## config.mk

```make
export PLATFORM = sky130hd
export DESIGN_NAME = sparc_exu_ccr_wbarb
export DESIGN_NICKNAME = d
export VERILOG_FILES = /design/src/rtl/sparc_exu_ccr_wbarb.sv
export SDC_FILE = /design/constraint.sdc
export NUM_CORES = 1
export LEC_CHECK = 0
export BUFFER_PORTS_ARGS = -buffer_cell sky130_fd_sc_hd__buf_2
export CAP_MARGIN = 20
export CORE_MARGIN = 5
export CORE_UTILIZATION = 45
export DETAILED_ROUTE_END_ITERATION = 7
export MAX_ROUTING_LAYER = met4
export PLACE_DENSITY = 0.69
export SKIP_LAST_GASP = 1
export SYNTH_ARGS = -nofsm -noshare
export SYNTH_HDL_FRONTEND = slang
export SYNTH_SLANG_ARGS = --single-unit
```

## constraint.sdc

```tcl
create_clock -name clk -period 2.8 [get_ports clk]
set_input_delay 0.42 -clock clk [delete_from_list [all_inputs] [get_ports clk]]
set_output_delay 0.42 -clock clk [all_outputs]
set_load 0.1 [all_outputs]
```

## src/rtl/sparc_exu_ccr_wbarb.sv

```systemverilog
// sparc_exu_ccr_wbarb
//   Long-latency condition-code writeback arbiter. Divider CC results are queued
//   in a small FIFO and issued on the G-stage CCR write port whenever that port
//   is not claimed by a higher-priority op. The CC data follows one cycle later
//   on divcntl_ccr_cc_w2 so it lines up with the CCR block's W2 write.
//   Optional feature macro: CCR_WB_BYPASS_EN (empty FIFO + free port -> issue
//   the incoming result in its own cycle without queueing).
module sparc_exu_ccr_wbarb #(
  parameter int DEPTH = 2,
  parameter int CCW   = 8,
  parameter int TIDW  = 2
) (
  input  logic            clk,
  input  logic            arst_l,
  input  logic            se,
  input  logic            div_ccr_vld,
  input  logic            div_ccr_setcc,
  input  logic [CCW-1:0]  div_ccr_cc,
  input  logic [TIDW-1:0] div_ccr_tid,
  output logic            ccr_div_ack,
  input  logic            wb_busy_g,
  output logic            wb_ccr_setcc_g,
  output logic [TIDW-1:0] wb_ccr_thr_g,
  output logic [CCW-1:0]  divcntl_ccr_cc_w2,
  output logic [3:0]      ccr_wb_pending
);

  localparam int AW = (DEPTH > 1) ? $clog2(DEPTH) : 1;
  localparam int CW = $clog2(DEPTH + 1);

  typedef struct packed {
    logic [CCW-1:0]  cc;
    logic [TIDW-1:0] tid;
  } ent_t;

  ent_t            mem [DEPTH];
  logic [DEPTH-1:0] ent_vld;
  logic [AW-1:0]   rd_ptr, wr_ptr;
  logic [CW-1:0]   cnt;
  logic [CCW-1:0]  cc_w2_q;

  logic full, empty, push, pop, byp;
  ent_t head;

  // scan enable has no functional role here
  logic unused_se;
  assign unused_se = se;

  assign full  = (cnt == CW'(DEPTH));
  assign empty = (cnt == '0);
  assign head  = mem[rd_ptr];

`ifdef CCR_WB_BYPASS_EN
  // Empty queue and free port: hand the incoming result straight to G
  assign byp = arst_l & empty & ~wb_busy_g & div_ccr_vld & div_ccr_setcc;
`else
  assign byp = 1'b0;
`endif

  // Ack depends only on registered fullness, never on this cycle's pop
  assign ccr_div_ack = arst_l & div_ccr_vld & ~full;
  assign push        = ccr_div_ack & div_ccr_setcc & ~byp;
  assign pop         = ~empty & ~wb_busy_g;

  assign wb_ccr_setcc_g    = pop | byp;
  assign wb_ccr_thr_g      = pop ? head.tid : (byp ? div_ccr_tid : '0);
  assign divcntl_ccr_cc_w2 = cc_w2_q;

  // Pointer, occupancy and per-entry valid tracking
  always_ff @(posedge clk or negedge arst_l) begin
    if (!arst_l) begin
      rd_ptr  <= '0;
      wr_ptr  <= '0;
      cnt     <= '0;
      ent_vld <= '0;
    end else begin
      if (pop) begin
        rd_ptr          <= rd_ptr + AW'(1);
        ent_vld[rd_ptr] <= 1'b0;
      end
      if (push) begin
        wr_ptr          <= wr_ptr + AW'(1);
        ent_vld[wr_ptr] <= 1'b1;
      end
      case ({push, pop})
        2'b10:   cnt <= cnt + CW'(1);
        2'b01:   cnt <= cnt - CW'(1);
        default: cnt <= cnt;
      endcase
    end
  end

  // Entry payload storage; validity is tracked separately so no reset needed
  always_ff @(posedge clk) begin
    if (push) mem[wr_ptr] <= '{cc: div_ccr_cc, tid: div_ccr_tid};
  end

  // CC data register: captures whatever issued at G so it appears at W2
  always_ff @(posedge clk or negedge arst_l) begin
    if (!arst_l)  cc_w2_q <= '0;
    else if (pop) cc_w2_q <= head.cc;
    else if (byp) cc_w2_q <= div_ccr_cc;
  end

  // Per-thread pending: queued entries, minus the one leaving this cycle
  always_comb begin
    ccr_wb_pending = '0;
    for (int t = 0; t < 4; t++) begin
      for (int e = 0; e < DEPTH; e++) begin
        if (ent_vld[e] && !(pop && (rd_ptr == AW'(e))) && (mem[e].tid == TIDW'(t)))
          ccr_wb_pending[t] = 1'b1;
      end
    end
  end

endmodule

```

==> flow_summary.ini, run 1 <==
[synth]
yosysUniqueCellTypes = 21
yosysWarnings = 0
yosys.area.top_type = edfxtp_1
synthesis.area_um2 = 1360
syn-instance-count = 96
avgSynthCellArea_um2 = 14.2
seq_area_frac_synth_pct = 69.7
synthesis.nets = 113
netlist.area_leader.share_pct = 44.0
ys_seq_elements = 34
synthTopCellsByArea = edfxtp_1 (44%), dfrtp_1 (26%), mux2i_1 (7.3%), o21ai_1 (4.0%), xnor2_1 (3.2%)

[die]
fp.dieH_um = 65.1
initial_core_util_pct = 45.8
die_area_um2 = 4230
coreArea_um2 = 2980
die_w_um = 65.1
num_rows = 20
io_pins = 32

[clock_network]
post_cts_resized = 0
clk-insertion-delay-late_ns = 0.33
clk_pin_slew_ns = 0.09
htree_levels = 2
cts-root-buf = clkbuf_4
cts_tree = done
cts_sinks = 34
cts_buffers = 5
clockBufferDepth = 2

[sta]
setup_viol = 0
setup_tns_ns = 0
fmax_ghz = 0.405
finClkSkew_ns = 0.00657
fin_crit_ns = 2.47
final_max_slew_viol_count = 0
worst_pin_slew_ns = 0.500
rsz0062_at_grt = false
max_slew_margin_pct = 66.9
finalCritPeriodShare_pct = 88.2
final_hold_viol_count = 0

[hold_path]
hold_path.class = input pin to flip-flop

[grt]
use_met3_pct = 6.76
antenna_found_initial = 0
track_usage_pct = 13.4
grt_most_used_layer = met2
met2_usage_pct = 22.5
gr-total-overflow = 0
grt_max_degree = 26
grtUsageMet1_pct = 12.5
grt_pass1_vias = 871
grt_pass1_wl_mm = 3.91

[outcome]
outcome = complete, no violations

[layout]
layout_commonest_cell = buf_2
syn2layout_area_growth_pct = 20.7
final-seq-area_um2 = 951
antenna_cells = 0
multiInputGateArea_um2 = 399
final_cell_mix = buf_2 (30), edfxtp_1 (20), dfrtp_1 (14)
drive_above_1_share_pct = 33.3
fillers = 261
final_nets = 151

[setup_path]
r2r_slack_ns = 1.18
start_kind = flip-flop
crit_arrival_ns = 2.05
crit_required_ns = 2.38
critPathKind = flip-flop to output port
cp_max_fo = 13
end_kind = output port

[drt]
drc = 0
postRouteAntennaNets = 0
wl_per_cell_um = 14.8
drtIter0Drc = 43
first_pass_iters = 4
finalWirelength_mm = 2.48
vias = 873
via_per_inst = 5.20

[placed_design]
io_buffers = 30
hpwl_mm = 1.64
gp_congestion = 0.826

[run]
maxCapViolCount = 0
-- Yosys cell counts --
library cell  count
o21ai_0           2
inv_1             6
o2111ai_2         1
mux2i_1          10
o21ai_1          11
edfxtp_1         20
o31ai_1           1
clkbuf_2          1
o211ai_1          2
nand2_1           8
ha_1              1
o22ai_1           1
buf_4             1
dfrtp_1          14
buf_2             2
nor2_1            5
o21bai_4          1
o32ai_1           2
xnor2_1           5
o211a_1           1
nor3b_1           1
-- worst paths after layout --
path	start	endpoint	depth (start not counted)
min in group asynchronous	arst_l	divcntl_ccr_cc_w2[6]	2
min reg2reg	divcntl_ccr_cc_w2[3]	divcntl_ccr_cc_w2[3]	2
max	cnt[0]	ccr_wb_pending[2]	4
max reg2reg	cnt[0]	cnt[1]	5
max in group asynchronous	arst_l	divcntl_ccr_cc_w2[1]	2
min	div_ccr_cc[3]	mem[0][5]	1
-- layer usage --
layer	vias to the layer above	part of all wire (%)
met5	-	0
met4	0	2.4
met3	7	6.0
met2	24	53
met1	413	38
li1	429	-
-- kinds of logic (layout without fill, tap and decap cells) --
logic type / count (synthesis) / in the layout / share of synthesized area [%]
simple gates: 14 / 14 / 4.13
flops: 34 / 34 / 69.7
xor+xnor: 5 / 5 / 3.21
compound gates: 22 / 23 / 11.4
fa+ha+maj: 1 / 1 / 0.917
mux: 10 / 10 / 7.34
buf+inv: 10 / 48 / 3.30
-- area by class of cell --
class	instances	area share (%)
Clock buffer	6	2.51
Clock inverter	2	0.532
Multi-Input combinational cell	53	24.2
Timing Repair Buffer	34	11.1
Sequential cell	34	57.8
Tap cell	33	2.51
Inverter	6	1.37
-- state kept, by name, indices dropped and copies added, names as in the netlist --
| name | flops |
|---|---|
| cnt | 2 |
| rd_ptr | 1 |
| divcntl_ccr_cc_w2 | 8 |
| wr_ptr | 1 |
| mem | 20 |
| ent_vld | 2 |
-- repair_timing --
item                                   CTS  global route
endpoints found under the hold margin   14             0
buffers inserted                         0             0
setup endpoints to repair                0             2
hold buffers                             1             0
-- metrics by stage --
stage                     cell area, um^2  hold WS (ns)  setup slack (ns)  instances  utilization, %
final                                1650         0.269             0.330        168            55.3
after global routing                 1650         0.239             0.176        168            55.3
after CTS                            1640         0.256             0.126        167            54.9
after detailed placement             1580         0.354             0.508        158            52.9
after global placement               1580         0.344             0.522        158            52.9
after floorplan                      1380         0.124            0.0919         96               -
-- worst max-delay path, stage by stage (launching register included) --
cell and delay (ns):
dfrtp_1 0.51, o21bai_4 0.35, o21ai_1 0.18, o32ai_2 0.21, buf_2 0.46
Power of run 1 is left out: the tool's default activity adds up to more than one toggle a clock period on the data nets, which glitch-free logic cannot reach.
==> run 2: changes to the inputs <==
Clock period 2.8 ns to 2.6 ns, I/O delays scaled along.
==> run 2 against run 1 <==
- critical path depth unchanged
- worst hold slack lost 0.029 ns
- clock skew is 0.0012 ns higher
- cell area up 0.23%
- sequential share of layout area decreased by 0.13 points
- register-to-register slack got worse by 0.39 ns
- worst setup slack worse by 0.15 ns
- wire length shrank 2.5%
- via count shrank 1.9%
- non-clock buffer count rose by 1
==> flow_summary.ini, run 2 (synthesized netlist as in run 1, its figures left out) <==
[outcome]
outcome = complete, no violations

[placed_design]
gp_congestion = 0.849
io_buffers = 30
hpwl_mm = 1.80
dp.cells = 159
placed_area_um2 = 1590
pre_cts_slack_ns = 0.533

[sta]
finalCritPeriodShare_pct = 92.9
fin_crit_ns = 2.42
finClkSkew_ns = 0.00775
worst_pin_slew_ns = 0.494
rsz0062_at_grt = false
final_max_slew_viol_count = 0
final_hold_viol_count = 0
fin_ws_ns = 0.184
max_slew_margin_pct = 67.3
setup_tns_ns = 0
setup_viol = 0
fmax_ghz = 0.414

[grt]
track_usage_pct = 14.0
gr-total-overflow = 0
grt_max_degree = 17
grt_pass1_wl_mm = 4.16
grt_pass1_vias = 944
antenna_found_initial = 0

[layout]
fin_area_um2 = 1650
antenna_cells = 0
final_cell_mix = buf_2 (30), edfxtp_1 (20), dfrtp_1 (14)
syn2layout_area_growth_pct = 21.0
finalNonFillerCells = 168
final_nets = 151
largest_register_ffs = 20
regMostFlops = mem
drive_above_1_share_pct = 34.8
layout_commonest_cell = buf_2

[drt]
postRouteAntennaNets = 0
wl_per_cell_um = 14.4
via_per_inst = 5.10
drtIter0Drc = 23
vias = 856
first_pass_iters = 4
drc = 0
finalWirelength_mm = 2.42

[clock_network]
cts_buffers = 5
cts-root-buf = clkbuf_4
post_cts_resized = 0
clockBufferDepth = 2
cts_tree = done
cts_sinks = 34
htree_levels = 2
clk-insertion-delay-late_ns = 0.33
post_cts_buffers = 0
clk_pin_slew_ns = 0.10

[run]
maxCapViolCount = 0

[hold_path]
hold_path.class = input pin to flip-flop

[setup_path]
r2r_slack_ns = 0.79
reg2reg_to = cnt[1]
crit_arrival_ns = 2.03
cp-endpoint = ccr_wb_pending[2]
r2r-start = cnt[0]
reg2reg_depth = 6
crit_required_ns = 2.21
cp_max_fo = 14
start_kind = flip-flop
crit_path_start = cnt[0]
end_kind = output port
critPathKind = flip-flop to output port

[die]
io_pins = 32
die_area_um2 = 4230
num_rows = 20
initial_core_util_pct = 45.8
fp.dieH_um = 65.1
coreArea_um2 = 2980
die_w_um = 65.1
run 2: how the worst min path moves through the flow:
| stage | start | to | slack, ns | cells after the start |
|---|---|---|---|---|
| floorplan | arst_l | cnt[0] | 0.09 | 0 |
| global placement | arst_l | divcntl_ccr_cc_w2[7] | 0.32 | 1 |
| detailed placement | arst_l | cnt[0] | 0.33 | 1 |
| CTS | div_ccr_cc[0] | mem[0][2] | 0.22 | 1 |
| global route | div_ccr_cc[0] | mem[0][2] | 0.22 | 1 |
| finish | div_ccr_cc[0] | mem[0][2] | 0.24 | 1 |
run 2: worst max-delay path, stage by stage (launching register included):
cell and delay [ns]:
dfrtp_1 0.49, o21bai_4 0.35, o21ai_1 0.19, o32ai_2 0.21, buf_2 0.46
run 2: per-stage QoR:
step	hold WS [ns]	util, %
2_1_floorplan	0.0944	-
3_3_place_gp	0.320	53.4
3_5_place_dp	0.326	53.4
4_1_cts	0.224	55.4
5_1_grt	0.217	55.4
6_report	0.239	55.4
run 2: final cells by class:
type                            instances  area, um^2
Fill cell                             269        1330
Sequential cell                        34         951
Multi-Input combinational cell         52         394
Timing Repair Buffer                   35         190
Clock buffer                            6        41.3
Tap cell                               33        41.3
Inverter                                6        22.5
Clock inverter                          2        10.0
run 2: repair_timing:
action / 4_1_cts / 5_1_grt
endpoints found under the setup margin: 0 / 0
endpoints found under the hold margin: 14 / 0
hold buffers: 1 / 0
run 2: layer usage:
| layer | track usage [%] | vias up | routed length (um) | share of wire [%] |
|---|---|---|---|---|
| met1 | 14.5 | 401 | 960 | 40 |
| met5 | - | - | 0 | 0 |
| met4 | 9.59 | 0 | 95 | 3.9 |
| li1 | - | 418 | - | - |
| met2 | 22.1 | 28 | 1230 | 51 |
| met3 | 5.20 | 9 | 137 | 5.7 |
Power of run 2 is left out for the same reason.
==> run 3: changes to the inputs <==
Settings changed: BUFFER_PORTS_ARGS -buffer_cell sky130_fd_sc_hd__buf_2 to default, DONT_BUFFER_PORTS from default to 1, PLACE_DENSITY 0.69 to 0.6.
==> run 3 against run 2 <==
- via count shrank 9.2%
- worst hold slack lost 0.093 ns
- count of clock-buffer cells in the layout shrank 1
- critical path depth is the same
- cell area shrank 2.3%
- sequential cell count is the same
- clock skew grew 0.0032 ns
- first-iteration DRC count shrank 26%
- highest routed layer unchanged
==> flow_summary.ini, run 3 (synthesized netlist as in run 1, its figures left out) <==
[outcome]
outcome = complete, no violations

[clock_network]
cts_sinks = 34
clk_pin_slew_ns = 0.10
post_cts_buffers = 0
clockBufferDepth = 2
cts_tree = done
clk-insertion-delay-late_ns = 0.33
cts_buffers = 5
cts-root-buf = clkbuf_4
htree_levels = 2

[sta]
finalCritPeriodShare_pct = 88.5
worst_pin_slew_ns = 0.913
finClkSkew_ns = 0.0109
fin_crit_ns = 2.30
final_max_slew_viol_count = 0
final_hold_viol_count = 0
setup_viol = 0
max_slew_margin_pct = 39.1
fmax_ghz = 0.434
setup_tns_ns = 0
rsz0062_at_grt = false

[layout]
drive_above_1_share_pct = 23.9
fillers = 257
final_nets = 129
largest_register_ffs = 20
syn2layout_area_growth_pct = 18.2
final_cell_mix = edfxtp_1 (20), dfrtp_1 (14), o21ai_1 (11), buf_4 (11), mux2i_1 (10)
regMostFlops = mem
antenna_cells = 0
layout_commonest_cell = edfxtp_1
post-route-util_pct = 54.1

[grt]
grt_pass1_wl_mm = 3.77
grt_max_degree = 15
antenna_found_initial = 0
grt_pass1_vias = 795
track_usage_pct = 12.5
gr-total-overflow = 0

[drt]
wl_per_cell_um = 16.0
drc = 0
postRouteAntennaNets = 0
finalWirelength_mm = 2.34
met2_length_mm = 1.20
via_per_inst = 5.32
drtIter0Drc = 17
wl_met3_um = 185
vias = 777
routed.top_layer = met4
wl_met1_um = 944
first_pass_iters = 4

[setup_path]
cp_max_fo = 12
crit_arrival_ns = 1.91
reg2reg_depth = 6
end_kind = output port
crit_required_ns = 2.21
critPathKind = flip-flop to output port
slowest_stage = dfrtp_1
slowest_delay_ns = 0.48
cp_cell_sequence = o21bai_4, o21ai_1, o31ai_4, buf_4
start_kind = flip-flop

[die]
fp.dieH_um = 65.1
coreArea_um2 = 2980
die_area_um2 = 4230
die_w_um = 65.1
num_rows = 20
io_pins = 32
initial_core_util_pct = 45.8

[placed_design]
gp_congestion = 0.738
hpwl_mm = 1.68
io_buffers = 0

[hold_path]
min_path_cells = 0
hold_path.class = input pin to flip-flop

[run]
maxCapViolCount = 0
run 3: cell count changes in the layout (fill, tap and decap cells not counted), sizes merged:
cell / previous run / this run
buf: 34 / 12
clkbuf: 6 / 5
clkinvlp: 0 / 1
run 3: what timing repair did:
action / CTS / global route
gates resized for setup: 0 / 0
endpoints found under the hold margin: 14 / 0
hold buffers: 1 / 0
run 3: per-stage QoR:
step / hold WS, ns / area [um^2] / std cells / setup slack (ns)
after detailed placement: 0.0950 / 1550 / 137 / 0.639
after global placement: 0.0949 / 1550 / 137 / 0.662
after floorplan: 0.0944 / 1390 / 96 / 0.0646
after CTS: 0.136 / 1610 / 146 / 0.266
final: 0.146 / 1610 / 146 / 0.298
after global routing: 0.107 / 1610 / 146 / 0.168
run 3: final cells by class:
cell class / count / area, um^2 / share of cell area (%)
clock buffer: 5 / 37.5 / 2.33
clock inverter: 3 / 16.3 / 1.01
inverter: 6 / 22.5 / 1.40
multi-input combinational: 52 / 430 / 26.7
sequential: 34 / 951 / 59.0
tap: 33 / 41.3 / 2.56
timing repair buffer: 13 / 113 / 6.99
run 3: metal layers:
metal / up-vias / track usage, %
li1: 378 / -
met1: 369 / 13.5
met2: 28 / 20.1
met3: 2 / 6.07
met4: 0 / 4.66
met5: - / -
run 3: worst max-delay path: cells and delay by family, from the launching register on:
family          cells  cell delay [ns]
compound gates      3             0.78
buf+inv             1             0.32
flops               1             0.48
run 3: final timing paths:
| kind | endpoint | slack [ns] | from |
|---|---|---|---|
| min in group asynchronous | divcntl_ccr_cc_w2[3] | 0.51 | arst_l |
| hold / removal | mem[1][6] | 0.15 | div_ccr_cc[4] |
| setup / recovery | ccr_wb_pending[0] | 0.30 | cnt[0] |
| hold reg to reg | divcntl_ccr_cc_w2[5] | 0.51 | mem[0][7] |
| max in group asynchronous | divcntl_ccr_cc_w2[0] | 1.68 | arst_l |
| setup reg to reg | cnt[1] | 0.77 | cnt[0] |
Power of run 3 is left out for the same reason.
